===== src/rtl/vga_pkg.sv =====
// Shared timing defaults, pixel types and RGB332 expansion for the VGA scanout path.
package vga_pkg;

    localparam int unsigned DEF_H_ACTIVE = 640;
    localparam int unsigned DEF_H_FP     = 16;
    localparam int unsigned DEF_H_SYNC   = 96;
    localparam int unsigned DEF_H_BP     = 48;
    localparam int unsigned DEF_V_ACTIVE = 480;
    localparam int unsigned DEF_V_FP     = 10;
    localparam int unsigned DEF_V_SYNC   = 2;
    localparam int unsigned DEF_V_BP     = 33;
    localparam int unsigned DEF_H_TOTAL  = DEF_H_ACTIVE + DEF_H_FP + DEF_H_SYNC + DEF_H_BP;
    localparam int unsigned DEF_V_TOTAL  = DEF_V_ACTIVE + DEF_V_FP + DEF_V_SYNC + DEF_V_BP;

    localparam int unsigned DEF_FB_W       = 256;
    localparam int unsigned DEF_FB_H       = 256;
    localparam int unsigned DEF_X_OFF      = 192;
    localparam int unsigned DEF_Y_OFF      = 112;
    localparam int unsigned DEF_ADDR_WIDTH = $clog2(DEF_FB_W * DEF_FB_H);

    typedef logic [7:0] rgb332_t;

    localparam rgb332_t DEF_BORDER_COLOR = 8'h00;

    typedef struct packed {
        logic [7:0] r;
        logic [7:0] g;
        logic [7:0] b;
    } rgb888_t;

    // Per-pixel control bits carried alongside the framebuffer read.
    typedef struct packed {
        logic active;
        logic in_win;
        logic hsync_n;
        logic vsync_n;
        logic frame_start;
    } scan_ctl_t;

    localparam scan_ctl_t CTL_RESET = '{
        active: 1'b0, in_win: 1'b0, hsync_n: 1'b1, vsync_n: 1'b1, frame_start: 1'b0
    };

    function automatic rgb888_t expand_rgb332(input rgb332_t p);
        rgb888_t c;
        c.r = {p[7:5], p[7:5], p[7:6]};
        c.g = {p[4:2], p[4:2], p[4:3]};
        c.b = {p[1:0], p[1:0], p[1:0], p[1:0]};
        return c;
    endfunction

endpackage


===== src/rtl/vga_timing.sv =====
// Free-running h/v raster counters with active, sync, vblank and frame-start decodes.
module vga_timing
    import vga_pkg::*;
#(
    parameter int unsigned H_ACTIVE = DEF_H_ACTIVE,
    parameter int unsigned H_FP     = DEF_H_FP,
    parameter int unsigned H_SYNC   = DEF_H_SYNC,
    parameter int unsigned H_BP     = DEF_H_BP,
    parameter int unsigned V_ACTIVE = DEF_V_ACTIVE,
    parameter int unsigned V_FP     = DEF_V_FP,
    parameter int unsigned V_SYNC   = DEF_V_SYNC,
    parameter int unsigned V_BP     = DEF_V_BP,
    localparam int unsigned H_TOTAL = H_ACTIVE + H_FP + H_SYNC + H_BP,
    localparam int unsigned V_TOTAL = V_ACTIVE + V_FP + V_SYNC + V_BP,
    localparam int unsigned HW      = $clog2(H_TOTAL),
    localparam int unsigned VW      = $clog2(V_TOTAL)
) (
    input  logic          clock,
    input  logic          reset,
    output logic [HW-1:0] h_count,
    output logic [VW-1:0] v_count,
    output logic          active,
    output logic          hsync_n,
    output logic          vsync_n,
    output logic          vblank,
    output logic          frame_start_cond
);

    logic [HW-1:0] h_d, h_q;
    logic [VW-1:0] v_d, v_q;

    always_comb begin
        h_d = h_q + HW'(1);
        v_d = v_q;
        if (h_q == HW'(H_TOTAL - 1)) begin
            h_d = '0;
            v_d = (v_q == VW'(V_TOTAL - 1)) ? '0 : v_q + VW'(1);
        end
    end

    always_ff @(posedge clock or posedge reset) begin
        if (reset) begin
            h_q <= '0;
            v_q <= '0;
        end else begin
            h_q <= h_d;
            v_q <= v_d;
        end
    end

    assign h_count          = h_q;
    assign v_count          = v_q;
    assign active           = (h_q < HW'(H_ACTIVE)) && (v_q < VW'(V_ACTIVE));
    assign hsync_n          = !((h_q >= HW'(H_ACTIVE + H_FP)) &&
                                (h_q < HW'(H_ACTIVE + H_FP + H_SYNC)));
    assign vsync_n          = !((v_q >= VW'(V_ACTIVE + V_FP)) &&
                                (v_q < VW'(V_ACTIVE + V_FP + V_SYNC)));
    assign vblank           = (v_q >= VW'(V_ACTIVE));
    assign frame_start_cond = (h_q == '0) && (v_q == '0);

endmodule


===== src/rtl/vga_scanout.sv =====
// VGA scanout: raster timing, centred framebuffer window reads and a 2-stage pixel pipeline.
// Optional colour-bar source enabled by defining VGA_TEST_PATTERN_EN.
module vga_scanout
    import vga_pkg::*;
#(
    parameter int unsigned H_ACTIVE     = DEF_H_ACTIVE,
    parameter int unsigned H_FP         = DEF_H_FP,
    parameter int unsigned H_SYNC       = DEF_H_SYNC,
    parameter int unsigned H_BP         = DEF_H_BP,
    parameter int unsigned V_ACTIVE     = DEF_V_ACTIVE,
    parameter int unsigned V_FP         = DEF_V_FP,
    parameter int unsigned V_SYNC       = DEF_V_SYNC,
    parameter int unsigned V_BP         = DEF_V_BP,
    parameter int unsigned FB_W         = DEF_FB_W,
    parameter int unsigned FB_H         = DEF_FB_H,
    parameter int unsigned X_OFF        = DEF_X_OFF,
    parameter int unsigned Y_OFF        = DEF_Y_OFF,
    parameter rgb332_t     BORDER_COLOR = DEF_BORDER_COLOR,
    localparam int unsigned ADDR_WIDTH  = $clog2(FB_W * FB_H),
    localparam int unsigned HW          = $clog2(H_ACTIVE + H_FP + H_SYNC + H_BP),
    localparam int unsigned VW          = $clog2(V_ACTIVE + V_FP + V_SYNC + V_BP)
) (
    input  logic                  clock,
    input  logic                  reset,
`ifdef VGA_TEST_PATTERN_EN
    input  logic                  test_pattern,
`endif
    output logic [ADDR_WIDTH-1:0] read_addr,
    input  logic [7:0]            rdata,
    output logic [7:0]            vga_r,
    output logic [7:0]            vga_g,
    output logic [7:0]            vga_b,
    output logic                  vga_hsync,
    output logic                  vga_vsync,
    output logic                  vga_blank_n,
    output logic                  vblank,
    output logic                  frame_start
);

    logic [HW-1:0] h_count;
    logic [VW-1:0] v_count;
    logic          active, hsync_n, vsync_n, frame_start_cond, in_win;

    vga_timing #(
        .H_ACTIVE (H_ACTIVE),
        .H_FP     (H_FP),
        .H_SYNC   (H_SYNC),
        .H_BP     (H_BP),
        .V_ACTIVE (V_ACTIVE),
        .V_FP     (V_FP),
        .V_SYNC   (V_SYNC),
        .V_BP     (V_BP)
    ) u_timing (
        .clock            (clock),
        .reset            (reset),
        .h_count          (h_count),
        .v_count          (v_count),
        .active           (active),
        .hsync_n          (hsync_n),
        .vsync_n          (vsync_n),
        .vblank           (vblank),
        .frame_start_cond (frame_start_cond)
    );

    assign in_win = (h_count >= HW'(X_OFF)) && (h_count < HW'(X_OFF + FB_W)) &&
                    (v_count >= VW'(Y_OFF)) && (v_count < VW'(Y_OFF + FB_H));

    always_comb begin
        read_addr = '0;
        if (in_win) begin
            read_addr = ADDR_WIDTH'(v_count - VW'(Y_OFF)) * ADDR_WIDTH'(FB_W) +
                        ADDR_WIDTH'(h_count - HW'(X_OFF));
        end
    end

    scan_ctl_t ctl_d, ctl_q;
    rgb332_t   pix;
    rgb888_t   rgb_d, rgb_q;
    logic      hsync_d, hsync_q, vsync_d, vsync_q;
    logic      blank_n_d, blank_n_q, frame_start_d, frame_start_q;
`ifdef VGA_TEST_PATTERN_EN
    logic [HW-1:0] h_s1_q;
    logic [9:0]    bar_h;
`endif

    always_comb begin
        ctl_d.active      = active;
        ctl_d.in_win      = in_win;
        ctl_d.hsync_n     = hsync_n;
        ctl_d.vsync_n     = vsync_n;
        ctl_d.frame_start = frame_start_cond;

        // rdata lines up with ctl_q: both describe the pixel addressed one clock ago.
        pix = ctl_q.in_win ? rdata : BORDER_COLOR;
`ifdef VGA_TEST_PATTERN_EN
        bar_h = 10'(h_s1_q);
        if (test_pattern) begin
            pix = {bar_h[9:7], bar_h[9:7], bar_h[9:8]};
        end
`endif
        if (!ctl_q.active) begin
            pix = '0;
        end
        rgb_d         = expand_rgb332(pix);
        hsync_d       = ctl_q.hsync_n;
        vsync_d       = ctl_q.vsync_n;
        blank_n_d     = ctl_q.active;
        frame_start_d = ctl_q.frame_start;
    end

    always_ff @(posedge clock or posedge reset) begin
        if (reset) begin
            ctl_q         <= CTL_RESET;
            rgb_q         <= '0;
            hsync_q       <= 1'b1;
            vsync_q       <= 1'b1;
            blank_n_q     <= 1'b0;
            frame_start_q <= 1'b0;
        end else begin
            ctl_q         <= ctl_d;
            rgb_q         <= rgb_d;
            hsync_q       <= hsync_d;
            vsync_q       <= vsync_d;
            blank_n_q     <= blank_n_d;
            frame_start_q <= frame_start_d;
        end
    end

`ifdef VGA_TEST_PATTERN_EN
    always_ff @(posedge clock or posedge reset) begin
        if (reset) begin
            h_s1_q <= '0;
        end else begin
            h_s1_q <= h_count;
        end
    end
`endif

    assign vga_r       = rgb_q.r;
    assign vga_g       = rgb_q.g;
    assign vga_b       = rgb_q.b;
    assign vga_hsync   = hsync_q;
    assign vga_vsync   = vsync_q;
    assign vga_blank_n = blank_n_q;
    assign frame_start = frame_start_q;

endmodule


===== config.mk =====
export PLATFORM = sky130hd
export DESIGN_NAME = vga_scanout
export DESIGN_NICKNAME = d
export VERILOG_FILES = /design/src/rtl/vga_pkg.sv /design/src/rtl/vga_timing.sv /design/src/rtl/vga_scanout.sv
export SDC_FILE = /design/constraint.sdc
export NUM_CORES = 1
export LEC_CHECK = 0
export ABC_AREA = 1
export BUFFER_PORTS_ARGS = -buffer_cell sky130_fd_sc_hd__clkbuf_2
export CAP_MARGIN = 20
export CORE_MARGIN = 3
export CORE_UTILIZATION = 59
export CTS_BUF_LIST = sky130_fd_sc_hd__clkbuf_4 sky130_fd_sc_hd__clkbuf_8 sky130_fd_sc_hd__clkbuf_16
export CTS_CLUSTER_SIZE = 14
export DETAILED_ROUTE_END_ITERATION = 10
export PLACE_DENSITY = 0.9
export SETUP_SLACK_MARGIN = 0.15
export SYNTH_ARGS = -nofsm -noshare
export SYNTH_HDL_FRONTEND = slang
export SYNTH_SLANG_ARGS = --single-unit

===== constraint.sdc =====
create_clock -name clock -period 3.9 [get_ports clock]
set_input_delay 0.585 -clock clock [delete_from_list [all_inputs] [get_ports clock]]
set_output_delay 0.585 -clock clock [all_outputs]
set_load 0.05 [all_outputs]

# Word-level counts from Yosys, hierarchy flattened
# Cells that the tools add are included.
[totals]
ff_bits = 53
word_cells = 48
[op_classes]
addsub = 5
n_lt_le_gt_ge = 11
n_eq_ne = 2
muxes = 5
n_reduce_logical = 11
[ops]
columns = ["op", "n"]
rows = [
  ["$lt 10x9->1 const B", 4],
  ["$add 10x1->10 const B", 2],
  ["$eq 10x10->1 const B", 2],
  ["$ge 10x9->1 const B", 2],
  ["$logic_not 10->1", 2],
  ["$lt 10x10->1 const B", 2],
  ["$mux 10", 2],
  ["$add 16x16->16", 1],
  ["$mux 16", 1],
  ["$mux 8", 2],
  ["$sub 10x8->11 const B", 1],
  ["$ge 10x10->1 const B", 1],
  ["$ge 10x7->1 const B", 1],
  ["$ge 10x8->1 const B", 1],
  ["$sub 8x7->8 const B", 1],
  ["$logic_and 1x1->1", 7],
  ["$logic_not 1->1", 2],
]

# Longest topological paths before layout
[logic_depth]
word_depth = 5
depth_mapped = 13

# Hierarchy
# A second synthesis with hierarchy kept.
[hier_totals]
hier_cells = 331
area_unflattened_um2 = 2511.2
[by_module_without_submodules]
columns = ["module", "n_inst", "cells_each", "area_per_inst_um2", "seq_area_each_um2"]
rows = [
  ["vga_scanout", 1, 168, 1281.2, 430.4],
  ["vga_timing", 1, 163, 1229.9, 500.5],
]

# Least setup slack after synthesis
# No wires, ideal clock.
[synth_path]
path_type = "register -> output"
startpoint = "register u_timing.v_q[4], in the netlist u_timing.v_count[4]"
endpoint = "output port vblank"
t_arrival_ps = 2655
required_ps = 3315
slack_ps = 660
path_stages_with_launch = 6
n_path_buf = 1
path_cell_list = "dfrtp_1 > buf_2 > inv_1 > ha_1 > inv_1 > o311ai_0"
[synth_via]
elab_chain_cells = 1
[synth_rtl]
columns = ["element", "line_no", "text"]
rows = [
  ["start, declared", "vga_timing.sv:30", "logic [VW-1:0] v_d, v_q;"],
  ["start signal, assigned", "vga_timing.sv:47", "v_q <= v_d;"],
  ["$ge 10x9->1", "vga_timing.sv:58", "assign vblank = (v_q >= VW'(V_ACTIVE));"],
  ["end, declared", "vga_scanout.sv:36", "output logic vblank,"],
]
# Every way passes these cells.

# Final worst setup path
[layout_path]
startpoint = "register u_timing.h_q[6], in the netlist u_timing.h_count[6]"
endpoint = "output port read_addr[14]"
[layout_via]
elab_chain_cells = 5
word_cells_on_any_way = 8
[layout_rtl]
columns = ["element", "line_no", "text"]
rows = [
  ["start, declared", "vga_timing.sv:29", "logic [HW-1:0] h_d, h_q;"],
  ["start signal, assigned", "vga_timing.sv:43", "h_q <= '0;"],
  ["start signal, assigned", "vga_timing.sv:46", "h_q <= h_d;"],
  ["branches (longest 4 deep; another with $add 16x16->16)", "n/a", ""],
  ["$mux 16 *", "vga_scanout.sv:70", "if (in_win) begin"],
  ["end, declared", "vga_scanout.sv:28", "output logic [ADDR_WIDTH-1:0] read_addr,"],
]
# Every way passes the cells marked *.

==> flow_summary.yaml <==
power_and_ir_drop:
  intPower_w: 0.0005793
  combPwrFrac_pct: 1.9
  share_seq_of_total_power_pct: 52.5
  fin_total_pwr_w: 0.0007308
  cellLeakagePower_nw: 1.576
  share_of_power_burned_in_the_clock_network_pct: 45.6
  p_switching_w: 0.0001515
  power.share.switching_pct: 20.73
  peak_vdd_ir_uv: 272.7
  power-per-cell-area_nw_per_um2: 264.0
placed_design:
  global_placement_routability_congestion: 0.9393
  io_buffers: 54
  post-place-cells: 403
  place_hpwl_mm: 4.176
  pre_cts_ws_ps: 984.8
synth:
  syn_area_um2: 2455
  yosys_warnings: 0
  nets_in_the_synthesized_netlist: 344
  ys_async_sr_fraction_pct: 100.0
  synth_cell_type_count: 34
  synth-seq-area-share_pct: 37.92
  synthCells: 319
  synth-seq-cells: 37
  synth_ff_type: "sky130_fd_sc_hd__dfrtp_1"
  synth_edf_count: 0
  syn_avg_cell_area_um2: 7.695
floorplanning:
  rows: 22
  initial_utilization_pct: 64.16
  io_pins: 55
  fp.coreArea_um2: 3826
  die_w_um: 70.51
  total_die_area_um2: 4971
  die_boundary_height_um: 70.51
clock_tree:
  post_cts_resize_count: 0
  tritoncts.num_buffers: 5
  numClockSinks: 37
  postCtsSetupBuffers: 0
  tritoncts: "done"
  clockRootBuffer: "sky130_fd_sc_hd__clkbuf_8"
  ctsHtreeMaxLevel: 2
  clk-insertion-delay-late_ps: 290
  number_of_hold_buffers_added_after_cts: 0
  cts_clk_pin_slew_worst_paths_ps: 80
  maximum_buffer_depth_of_the_clock_tree: 2
global_route:
  grt_util_all_layers_pct: 22.19
  via_count_of_the_first_global_routing_pass: 2014
  grt_start_max_net_pins: 38
  antenna_found_initial: 0
  grt_overflow: 0
  wire_length_of_the_first_global_routing_pass_mm: 8.790
drt:
  drt-initial-drc-count: 103
  drt_pre_antenna_iters: 4
  drt-vias-per-instance: 5.241
  totalWireLength_mm: 5.309
  route.vias.total: 2154
  remaining_drc_errors: 0
  routed_wire_length_per_instance_um: 12.92
  antenna_violating_nets_post_route: 0
sta:
  setup_viol_count_final: 0
  final_period_minus_worst_setup_slack_ps: 3259
  timing.clock.skew_ps: 8.049
  layout_worst_path_cycle_share_pct: 83.55
  setup_repair_after_global_routing_missed_its_margin: "no"
  final.setup.worst_slack_ps: 641.4
  setup_total_negative_slack_ps: 0
  max_freq_ghz: 0.3069
  timing_worst_slew_pin_value_ps: 576.4
  final_max_slew_viol_count: 0
  final_hold_viol_count: 0
  relSlewSlack_pct: 61.29
finish:
  finish.cell_count_without_fillers: 411
  fin_nets: 387
  layout.cells.most_common_list: "58 x sky130_fd_sc_hd__inv_1, 54 x sky130_fd_sc_hd__clkbuf_2, 49 x sky130_fd_sc_hd__nand2_1, 49 x sky130_fd_sc_hd__nor2_1, 33 x sky130_fd_sc_hd__dfrtp_1"
  most_common_cell_after_layout_fill_and_taps_aside: "sky130_fd_sc_hd__inv_1"
  layout-drive-gt1-share_pct: 22.31
  seq_area_um2: 930.9
  fillerInstances: 315
  number_of_antenna_repair_diodes: 0
  area_delta_synth_final_pct: 12.74
  fin_util_pct: 72.33
  multiInputGateArea_um2: 1159
run:
  maxCapViolations: 0
worst_setup_path:
  crit_path_max_fanout: 8
  timing.critical_path.arrival_ps: 2670
  worstSetupEndpointType: "output pin"
  critPathLaunchType: "flip-flop"
  rr_worst_depth: 6
  crit_type: "flip-flop to output pin"
  worst-endpoint-required_ps: 3310
hold_path:
  hold_path_class: "input port to asynchronous set/reset pin"
run_status:
  status: "finished, final reports clean"
==> state kept, by name, summed over array words and instances (netlist names), 2 cells and up <==
signal	flops
u_timing.h_count	10
u_timing.v_count	10
vga_b	2
vga_g	3
vga_r	3
==> critical path, cell delays in order, from the launching register on <==
cell	delay, ps
sky130_fd_sc_hd__dfrtp_1	450
sky130_fd_sc_hd__ha_1	270
sky130_fd_sc_hd__inv_1	240
sky130_fd_sc_hd__nand2_1	100
sky130_fd_sc_hd__nand2_1	60
sky130_fd_sc_hd__ha_1	160
sky130_fd_sc_hd__inv_1	50
sky130_fd_sc_hd__fa_1	350
sky130_fd_sc_hd__inv_1	100
sky130_fd_sc_hd__nand3_1	110
sky130_fd_sc_hd__nand3_1	80
sky130_fd_sc_hd__nand2_1	50
sky130_fd_sc_hd__nor2_1	80
sky130_fd_sc_hd__clkbuf_2	280
==> synthesized netlist by cell type, drive strengths merged (3+ instances only) <==
library cell  number  area share (%)
inv               60             9.2
nor2              53             8.9
nand2             52             8.5
dfrtp             33              34
nand3             24             5.9
buf               19             5.7
ha                14             7.1
nand4             11             2.8
o21ai             11             2.2
a21oi              8             1.6
xor2               8             2.9
nor3               7             1.4
dfstp              4             4.3
nor4               3             1.4
==> logic make-up after synthesis <==
logic type,share of synthesized area (%)
DFF,37.92
AOI/OAI and AO/OA,6.728
adders and majority gates,7.951
xor gates and xnor gates,2.854
and+or+nand+nor,29.66
buffers and inverters,14.88
==> path summary, 6_finish.rpt <==
path	start	end	slack (ps)
worst max-delay path	u_timing.h_count[6]$_DFF_PP0_	read_addr[14]	640
worst min-delay path	reset	u_timing.h_count[4]$_DFF_PP0_	360
worst max register to register	u_timing.v_count[4]$_DFFE_PP0N_	ctl_q[3]$_DFF_PP0_	2020
worst min register to register	vsync_d$_DFF_PP1_	vga_vsync$_DFF_PP1_	360
max in group asynchronous	reset	vsync_d$_DFF_PP1_	3180
min in group clock	vsync_d$_DFF_PP1_	vga_vsync$_DFF_PP1_	360
==> power by group through the flow <==
stage               sequential, W  clock (W)  combinational, W
floorplan                0.000391          0        0.00000712
global placement         0.000391          0         0.0000142
detailed placement       0.000391          0         0.0000143
CTS                      0.000384   0.000340         0.0000144
global route             0.000383   0.000360         0.0000162
finish                   0.000384   0.000333         0.0000138
==> per-layer routing <==
metal	vias to the layer above	routed length, um	GRT usage [%]	share of wire [%]
met1	973	2283	27.55	43
met2	96	2475	36.38	47
met5	-	0	0	0
met3	9	459	7.194	8.6
met4	0	89	7.447	1.7
li1	1076	-	-	-
==> stage by stage <==
step	hold WS, ps	area, um^2
after floorplan	331.2	2455
after global placement	346.0	2653
after detailed placement	352.9	2653
after CTS	363.0	2768
after global routing	367.5	2768
final	361.4	2768
==> layout make-up <==
| class | count | share of cell area [%] |
|---|---|---|
| clock inverters | 3 | 1.673 |
| flip-flops and latches | 37 | 33.63 |
| clock buffers | 5 | 2.486 |
| repair buffers | 55 | 10.04 |
| well taps | 48 | 2.170 |
| multi-input cells | 203 | 41.86 |
| inverters | 60 | 8.137 |
(Power assumes the default switching activity.)
